===== config.mk =====
export PLATFORM = sky130hd
export DESIGN_NAME = pc_fetch
export DESIGN_NICKNAME = d
export VERILOG_FILES = /design/src/rtl/cpu_pkg.sv /design/src/rtl/pc_fetch_ifid_reg.sv /design/src/rtl/pc_fetch.sv
export SDC_FILE = /design/constraint.sdc
export NUM_CORES = 1
export LEC_CHECK = 0
export CORE_AREA = 2 2 109 111
export CTS_CLUSTER_SIZE = 8
export DETAILED_ROUTE_END_ITERATION = 10
export DIE_AREA = 0 0 111 113
export PLACE_DENSITY = 0.8
export SLEW_MARGIN = 20
export SYNTH_ARGS = -nofsm -noshare
export SYNTH_HDL_FRONTEND = slang
export SYNTH_SLANG_ARGS = --single-unit

===== constraint.sdc =====
create_clock -name clk -period 2.65 [get_ports clk]
set_input_delay 0.53 -clock clk [delete_from_list [all_inputs] [get_ports clk]]
set_output_delay 0.53 -clock clk [all_outputs]
set_load 0.1 [all_outputs]

===== src/rtl/cpu_pkg.sv =====
// Shared CPU constants and helpers for the fetch/decode pipeline.
package cpu_pkg;

  localparam int INSTR_W = 32;
  localparam logic [INSTR_W-1:0] NOP_INSTR = 32'h0000_0000;
  localparam int IM_AW_DEFAULT = 6;

  // J-type target: region bits come from PC+4 of the jump instruction.
  function automatic logic [31:0] jump_target(input logic [3:0] region,
                                              input logic [25:0] idx);
    return {region, idx, 2'b00};
  endfunction

endpackage


===== src/rtl/pc_fetch_ifid_reg.sv =====
// IF/ID pipeline register: reset and bubble clear it, load captures, otherwise hold.
module ifid_reg
  import cpu_pkg::*;
(
  input  logic               clk,
  input  logic               rst,
  input  logic               load,
  input  logic               bubble,
  input  logic [INSTR_W-1:0] next_instr,
  input  logic [31:0]        next_pc4,
  output logic [INSTR_W-1:0] instr,
  output logic [31:0]        pc4,
  output logic               valid
);

  always_ff @(posedge clk) begin
    if (rst || bubble) begin
      instr <= NOP_INSTR;
      pc4   <= 32'h0000_0000;
      valid <= 1'b0;
    end else if (load) begin
      instr <= next_instr;
      pc4   <= next_pc4;
      valid <= 1'b1;
    end
  end

endmodule


===== src/rtl/pc_fetch.sv =====
// Instruction fetch stage: PC, next-PC selection and IF/ID capture.
// Optional macro PC_FETCH_BOUND_CHECK_EN adds fetch_fault for PCs outside im.
module pc_fetch
  import cpu_pkg::*;
#(
  parameter logic [31:0] RESET_PC = 32'h0000_0000,
  parameter int          IM_AW    = IM_AW_DEFAULT
) (
  input  logic               clk,
  input  logic               rst,
  output logic [IM_AW-1:0]   im_addr,
  input  logic [INSTR_W-1:0] im_data,
  input  logic               stall,
  input  logic               jump,
  input  logic [25:0]        jump_index,
  input  logic               branch_taken,
  input  logic [31:0]        branch_target,
  output logic [31:0]        pc,
  output logic [INSTR_W-1:0] ifid_instr,
  output logic [31:0]        ifid_pc4,
  output logic               ifid_valid
`ifdef PC_FETCH_BOUND_CHECK_EN
  ,
  output logic               fetch_fault
`endif
);

  logic [31:0] pc_plus4;
  logic [31:0] next_pc;
  logic        redirect;
  logic        fetch;
  logic        load;
  logic        bubble;

  assign im_addr  = pc[IM_AW+1:2];
  assign pc_plus4 = pc + 32'd4;
  assign redirect = branch_taken | jump;
  assign fetch    = !redirect && !stall;

  // Branch is older than the jump in ID, so it takes precedence.
  always_comb begin
    next_pc = pc;
    if (branch_taken)
      next_pc = branch_target & ~32'd3;
    else if (jump)
      next_pc = jump_target(ifid_pc4[31:28], jump_index);
    else if (!stall)
      next_pc = pc_plus4;
  end

  always_ff @(posedge clk) begin
    if (rst)
      pc <= RESET_PC;
    else
      pc <= next_pc;
  end

`ifdef PC_FETCH_BOUND_CHECK_EN
  logic out_of_range;

  // PC keeps advancing out of range; only the latched instruction is suppressed.
  assign out_of_range = |pc[31:IM_AW+2];
  assign load         = fetch && !out_of_range;
  assign bubble       = redirect || (fetch && out_of_range);

  always_ff @(posedge clk) begin
    if (rst)
      fetch_fault <= 1'b0;
    else if (fetch && out_of_range)
      fetch_fault <= 1'b1;
  end
`else
  assign load   = fetch;
  assign bubble = redirect;
`endif

  ifid_reg u_ifid (
    .clk        (clk),
    .rst        (rst),
    .load       (load),
    .bubble     (bubble),
    .next_instr (im_data),
    .next_pc4   (pc_plus4),
    .instr      (ifid_instr),
    .pc4        (ifid_pc4),
    .valid      (ifid_valid)
  );

endmodule

==> flow_metrics.env <==
export IMPL_seqCellArea_sq_um=1860
export IMPL_num_vias=5004
export IMPL_cp_end_kind="flop"
export IMPL_top_layer="met4"
export IMPL_die_w_microns=111
export IMPL_setup_tns_ps=0
export IMPL_hold_path_class="reg2reg"
export IMPL_period_share_pct=86.2
export IMPL_rows=39
export IMPL_dpl_hpwl_mm=11.8
export IMPL_yosysSeqAreaShare_pct=38.3
export IMPL_ys_top_cells_by_area="dfxtp_1 38%, mux2i_1 8.2%, nor2_1 5.6%"
export IMPL_rsz0062_at_grt="no"
export IMPL_layout_cells_non_filler=896
export IMPL_critPathMaxStageDelay_ps=440
export IMPL_multiInputGateArea_sq_um=2660
export IMPL_syn_area_sq_um=4860
export IMPL_grt_overflow=0
export IMPL_grt_util_all_layers_pct=25.0
export IMPL_grt_pass1_vias=4849
export IMPL_async_flop_share_pct=0
export IMPL_powerDensity_nw_per_um2=571
export IMPL_synth_edf_count=0
export IMPL_clockBufferDepth=2
export IMPL_fmax_ghz=0.438
export IMPL_cpMaxStageDelayCell="dfxtp_2"
export IMPL_antenna_cells=0
export IMPL_hold_viol_final=0
export IMPL_clockRootBuffer="clkbuf_16"
export IMPL_clock_sinks=93
export IMPL_switching_share_pct=34.1
export IMPL_synth_cells=574
export IMPL_drtPass1Iterations=5
export IMPL_viasPerCell=5.58
export IMPL_io_buffer_count=191
export IMPL_yosys_warnings=0
export IMPL_wl_met2_mm=7.62
export IMPL_ys_ff_latch=93
export IMPL_drt_iter0_drc=405
export IMPL_post_place_cells=880
export IMPL_startpoint_type="flop"
export IMPL_status="finished clean"
export IMPL_cp_required_ps=2870
export IMPL_wire_per_inst_microns=17.8
export IMPL_clkTransAtPathRegs_ps=70
export IMPL_wl_met1_mm=6.46
export IMPL_layout_drive_gt1_share_pct=21.6
export IMPL_critical_path_class="reg2reg"
export IMPL_area_growth_pct=42.5
export IMPL_worstMarginPinSlew_ps=724
export IMPL_ys_flop_type="dfxtp_1"
export IMPL_clk_latency_ps=350
export IMPL_drt_wl_total_mm=15.9
export IMPL_p_leak_nw=2.88
export IMPL_cp_top_family="simple AND/OR/NAND/NOR gates"
export IMPL_max_slew_margin_pct=51.3
export IMPL_whs_ps=453
export IMPL_ys_types=68
export IMPL_crit_path_frequent_cell="nand3_1"
export IMPL_min_period_ps=2280
export IMPL_cp_num_buf_inv=0
export IMPL_combPwrFrac_pct=25.6
export IMPL_hold_buffers=0
export IMPL_place_congestion=0.869
export IMPL_dieArea_sq_um=12500
export IMPL_start_util_pct=43.1
export IMPL_p_switching_mw=1.35
export IMPL_p_total_mw=3.96
export IMPL_crit_arrival_ps=2510
export IMPL_path_max_fanout=8
export IMPL_postSynthAreaPerCell_sq_um=8.47
export IMPL_core_sq_um=11300
export IMPL_pwr_share_clk_pct=35.7
export IMPL_drcViolationCount=0
export IMPL_synthDominantCellAreaShare_pct=38.3
export IMPL_die_y_microns=113
export IMPL_antenna_found_initial=0
export IMPL_nFillCells=968
export IMPL_htree_levels=3
export IMPL_maxCapViolCount=0
export IMPL_tritoncts="built"
export IMPL_crit_chain="ha_1 -> nand3_1 -> nor4_4 -> nand3_1 -> mux2i_1 -> a2111oi_0"
export IMPL_grt_pass1_wl_mm=25.3
export IMPL_ir_drop_uv=338
export IMPL_internal_power_mw=2.61
export IMPL_cts_resized=0
export IMPL_setup_viol=0
export IMPL_yosys_area_top_type="dfxtp_1"
export IMPL_wl_met3_mm=1.53
export IMPL_antenna_left=0
export IMPL_post_cts_buffers=0
export IMPL_pin_count=198
export IMPL_skew_ps=7.54
export IMPL_fin_nets=844
export IMPL_slew_viol_final=0
export IMPL_grt_max_degree=38
export IMPL_cts_buffers=9
export IMPL_seqPwrFrac_pct=38.7
cells in the mapped netlist (4+ instances only):
cell,number
a211oi_1,21
a21oi_1,46
a22oi_1,9
a31oi_1,4
and3_1,6
and4_1,4
buf_2,6
buf_4,11
clkbuf_1,27
dfxtp_1,93
inv_1,11
mux2i_1,40
nand2_1,37
nand2b_1,4
nand3_1,17
nand4_1,10
nor2_1,72
nor3_1,13
nor4_1,6
o211ai_1,6
o21ai_0,30
o22ai_1,5
xnor2_1,15
xor2_1,12
layout make-up:
class	count	share of cell area (%)
multi-input cells	419	38.4
inverters	11	0.596
well taps	143	2.58
repair buffers	214	26.8
clock inverters	7	1.43
clock buffers	9	3.25
flip-flops and latches	93	26.9
power by group through the flow:
stage               Sequential [mW]  Clock, mW  Combinational (mW)
global placement               1.56          0               0.997
finish                         1.53       1.41                1.01
floorplan                      1.89          0               0.368
global route                   1.54       1.49                1.06
CTS                            1.53       1.43                1.01
detailed placement             1.56          0                1.01
worst reg2reg max path: stages, from the launching register on:
cell       delay, ps
dfxtp_2          440
ha_1             280
nand3_1          260
nor4_4           410
nand3_1          220
mux2i_1          170
a2111oi_0        380
logic make-up (layout without fill, tap and decap cells):
| family | count (synthesis) | count (layout) | share of synthesized area, % |
|---|---|---|---|
| DFF | 93 | 93 | 38.3 |
| other | 1 | 4 | 0.0771 |
| AOI/OAI and AO/OA | 149 | 149 | 19.4 |
| buffers and inverters | 65 | 241 | 7.18 |
| adders and majority gates | 1 | 1 | 0.257 |
| and+or+nand+nor | 198 | 198 | 21.7 |
| xor gates and xnor gates | 27 | 27 | 4.86 |
| muxes | 40 | 40 | 8.23 |
flip-flops by register name, indices dropped and copies added (netlist names):
name          count
u_ifid.instr     32
pc               30
u_ifid.pc4       30
u_ifid.valid      1
cells in the final DEF (no fill, tap or decap), drive strengths merged, types with 4 or more instances in the layout:
cell type | netlist | routed
dfxtp | 93 | 93
nor4 | 10 | 10
a21oi | 46 | 46
nand4 | 12 | 12
xor2 | 12 | 12
o21ai | 32 | 32
o211ai | 6 | 6
conb | 1 | 4
clkdlybuf4s50 | 0 | 91
xnor2 | 15 | 15
inv | 11 | 12
nand2 | 38 | 38
nor2 | 73 | 73
or3 | 4 | 4
buf | 23 | 123
and4 | 5 | 5
nor3 | 15 | 15
o22ai | 5 | 5
nand2b | 4 | 4
and3 | 7 | 7
nand3 | 18 | 18
clkbuf | 31 | 9
a22oi | 9 | 9
a31oi | 4 | 4
mux2i | 40 | 40
a211oi | 21 | 21
metrics by stage:
step                util [%]  area (sq um)  setup WS, ps
detailed placement      58.6          6610           289
global route            61.5          6930           168
floorplan                  -          4880          71.9
global placement        58.6          6610           361
finish                  61.5          6930           366
CTS                     61.5          6930           373
path summary, 6_finish.rpt:
path                      start            end  slack (ps)  cells past startpoint
setup / recovery          pc[2]         pc[22]         370                      6
setup reg to reg          pc[2]         pc[22]         370                      6
hold / removal    u_ifid.pc4[8]  u_ifid.pc4[8]         450                      2
hold reg to reg   u_ifid.pc4[8]  u_ifid.pc4[8]         450                      2
metal layers:
metal	up-vias	GRT usage, %
li1	2407	-
met1	2351	29.5
met2	222	43.0
met3	24	8.46
met4	0	8.33
met5	-	0
No activity file was read; power rests on OpenSTA's default activity.
==> variant (config.mk and constraints unchanged) <==
Register the input `branch_target` before use, cleared by the reset. The logic sees it one clock later. The other inputs are not delayed to match.
--- a/src/rtl/pc_fetch.sv
+++ b/src/rtl/pc_fetch.sv
@@ -25,6 +25,16 @@
 `endif
 );
 
+  logic [31:0] branch_target_q;
+
+  always_ff @(posedge clk) begin
+    if (rst) begin
+      branch_target_q <= '0;
+    end else begin
+      branch_target_q <= branch_target;
+    end
+  end
+
   logic [31:0] pc_plus4;
   logic [31:0] next_pc;
   logic        redirect;
@@ -41,7 +51,7 @@
   always_comb begin
     next_pc = pc;
     if (branch_taken)
-      next_pc = branch_target & ~32'd3;
+      next_pc = branch_target_q & ~32'd3;
     else if (jump)
       next_pc = jump_target(ifid_pc4[31:28], jump_index);
     else if (!stall)
Check against the original RTL: not equivalent (a bounded check fails within 4 cycles, from zero or initial values and one cycle with rst high).
==> variant against the unedited design <==
  * Sequential share of layout area increased by 4.1 points
  * Cell count increased by 8.3%
  * Wire length increased by 13%
  * Synthesized area increased by 13%
  * Critical path depth decreased by 1
  * Largest power group is now clock
  * Worst hold slack improved by 0.00084 ns
  * Cell area increased by 15%
  * Power increased by 36%
  * Setup slack improved by 0.056 ns
  * Sequential cell count increased by 30
==> variant: results (changes against the unedited design) <==
leakage = 3.29 nW (+14%)
pin count of the biggest net entering global routing = 51 (+34%)
clk_lat worst skew = 0.41 ns (+0.06 ns)
setup skew after layout = 0.0104 ns (+0.00285 ns)
Place WS = 0.0978 ns (-0.191 ns)
sequential fraction of the synthesis area = 44.8% (+6.6 points)
Post-synth top cells = dfxtp_1 (123), nor2_1 (69), a21oi_1 (45)
clk slew on worst S/H paths = 0.05 ns (-0.02 ns)
final cell count without fillers = 970 (+8.3%)
layout cell share with drive strength beyond 1 = 22.5% (+0.84 points)
placed cells = 938 (+6.6%)
Total Routing Usage GR = 28.9% (+3.8 points)
status = finished, final reports clean
adder-cell share of the synthesized area = 0.228% (-0.029 points)
Final HPWL DP = 13300 µm (+13%)
Fmax = 449 MHz (+2.5%)
Routability Congestion = 0.912 (+5.0%)
nets = 910 (+7.8%)
final setup fails = 0 (unchanged)
largest cells by area after synthesis = dfxtp_1 (45%), mux2i_1 (7.1%), nor2_1 (4.7%), a21oi_1 (4.1%), nor2b_1 (3.8%)
H-tree depth = 4 (+1)
peak fanout along the critical path = 9 (+1)
maximum resistive drop on vdd = 0.000586 V (+73%)
first-iteration detailed-routing DRC count = 514 (+27%)
Synth cell types = 59 (-13%)
NetSw = 1.61 mW (+19%)
Hold WS = 0.454 ns (+0.000844 ns)
Least-Margin Pin Slew = 0.910 ns (+0.186 ns)
post-place instance area = 0.00737 mm² (+12%)
via-per-instance ratio = 5.64 (+1.0%)
Wirelength per Cell = 18.6 µm (+4.3%)
multiplexer share of the synthesized area = 7.52% (-0.71 points)
reg2reg setup slack = 0.43 ns (+0.06 ns)
first-pass GRT wire length = 28300 µm (+12%)
CP arrival = 2.55 ns (+0.04 ns)
vias in the first global route = 5325 (+9.8%)
Synth Area in XOR/XNOR = 4.15% (-0.72 points)
post-synthesis compound-gate area fraction = 17.5% (-1.9 points)
==> variant: cell count changes in the layout (fill, tap and decap cells not counted), sizes merged, moves of 5 or more <==
cell / delta
dfxtp: +30
nor2b: +30
buf: +12
clkbuf: +9
a211oi: -7
nand2: -5
nand4: +5
==> variant: path summary, 6_finish.rpt <==
path,start,endpoint,cells past startpoint
max,branch_taken,pc[26],5
max reg2reg,pc[19],u_ifid.pc4[31],5
min,u_ifid.pc4[19],u_ifid.pc4[19],2
min reg2reg,u_ifid.pc4[19],u_ifid.pc4[19],2
==> variant: cell type report <==
type | instances | area (µm²)
clock buffers | 18 | 439
clock inverters | 14 | 169
fillers | 896 | 3290
inverters | 10 | 37.5
multi-input cells | 437 | 2750
flip-flops and latches | 123 | 2470
well taps | 143 | 179
repair buffers | 225 | 1930
==> variant: power by group through the flow <==
stage / Sequential, mW / Clock [mW] / Combinational, mW
6_report: 2.01 / 2.35 / 1.00
5_1_grt: 2.02 / 2.47 / 1.05
4_1_cts: 2.01 / 2.38 / 0.999
3_5_place_dp: 2.05 / 0 / 0.993
3_3_place_gp: 2.05 / 0 / 0.982
2_1_floorplan: 2.35 / 0 / 0.359
==> variant: layer usage <==
layer	up-vias	wire length (µm)	track usage (%)
met5	-	0	0
li1	2607	-	-
met1	2559	7520	38.2
met2	278	8480	46.5
met4	0	374	10.3
met3	28	1620	6.80
==> variant: cell families (layout without fill, tap and decap cells) <==
group,Yosys count,in the layout
xor gates and xnor gates,26,26
other,1,4
buffers and inverters,66,267
muxes,41,41
and+or+nand+nor,218,218
AOI/OAI and AO/OA,147,147
DFF,123,123
adders and majority gates,1,1
==> variant: critical path: stages <==
cell and delay (ns):
clkdlybuf4s50_1 0.58, o21ai_0 0.80, nor3b_1 0.13, mux2_2 0.30
nor4_1 0.20
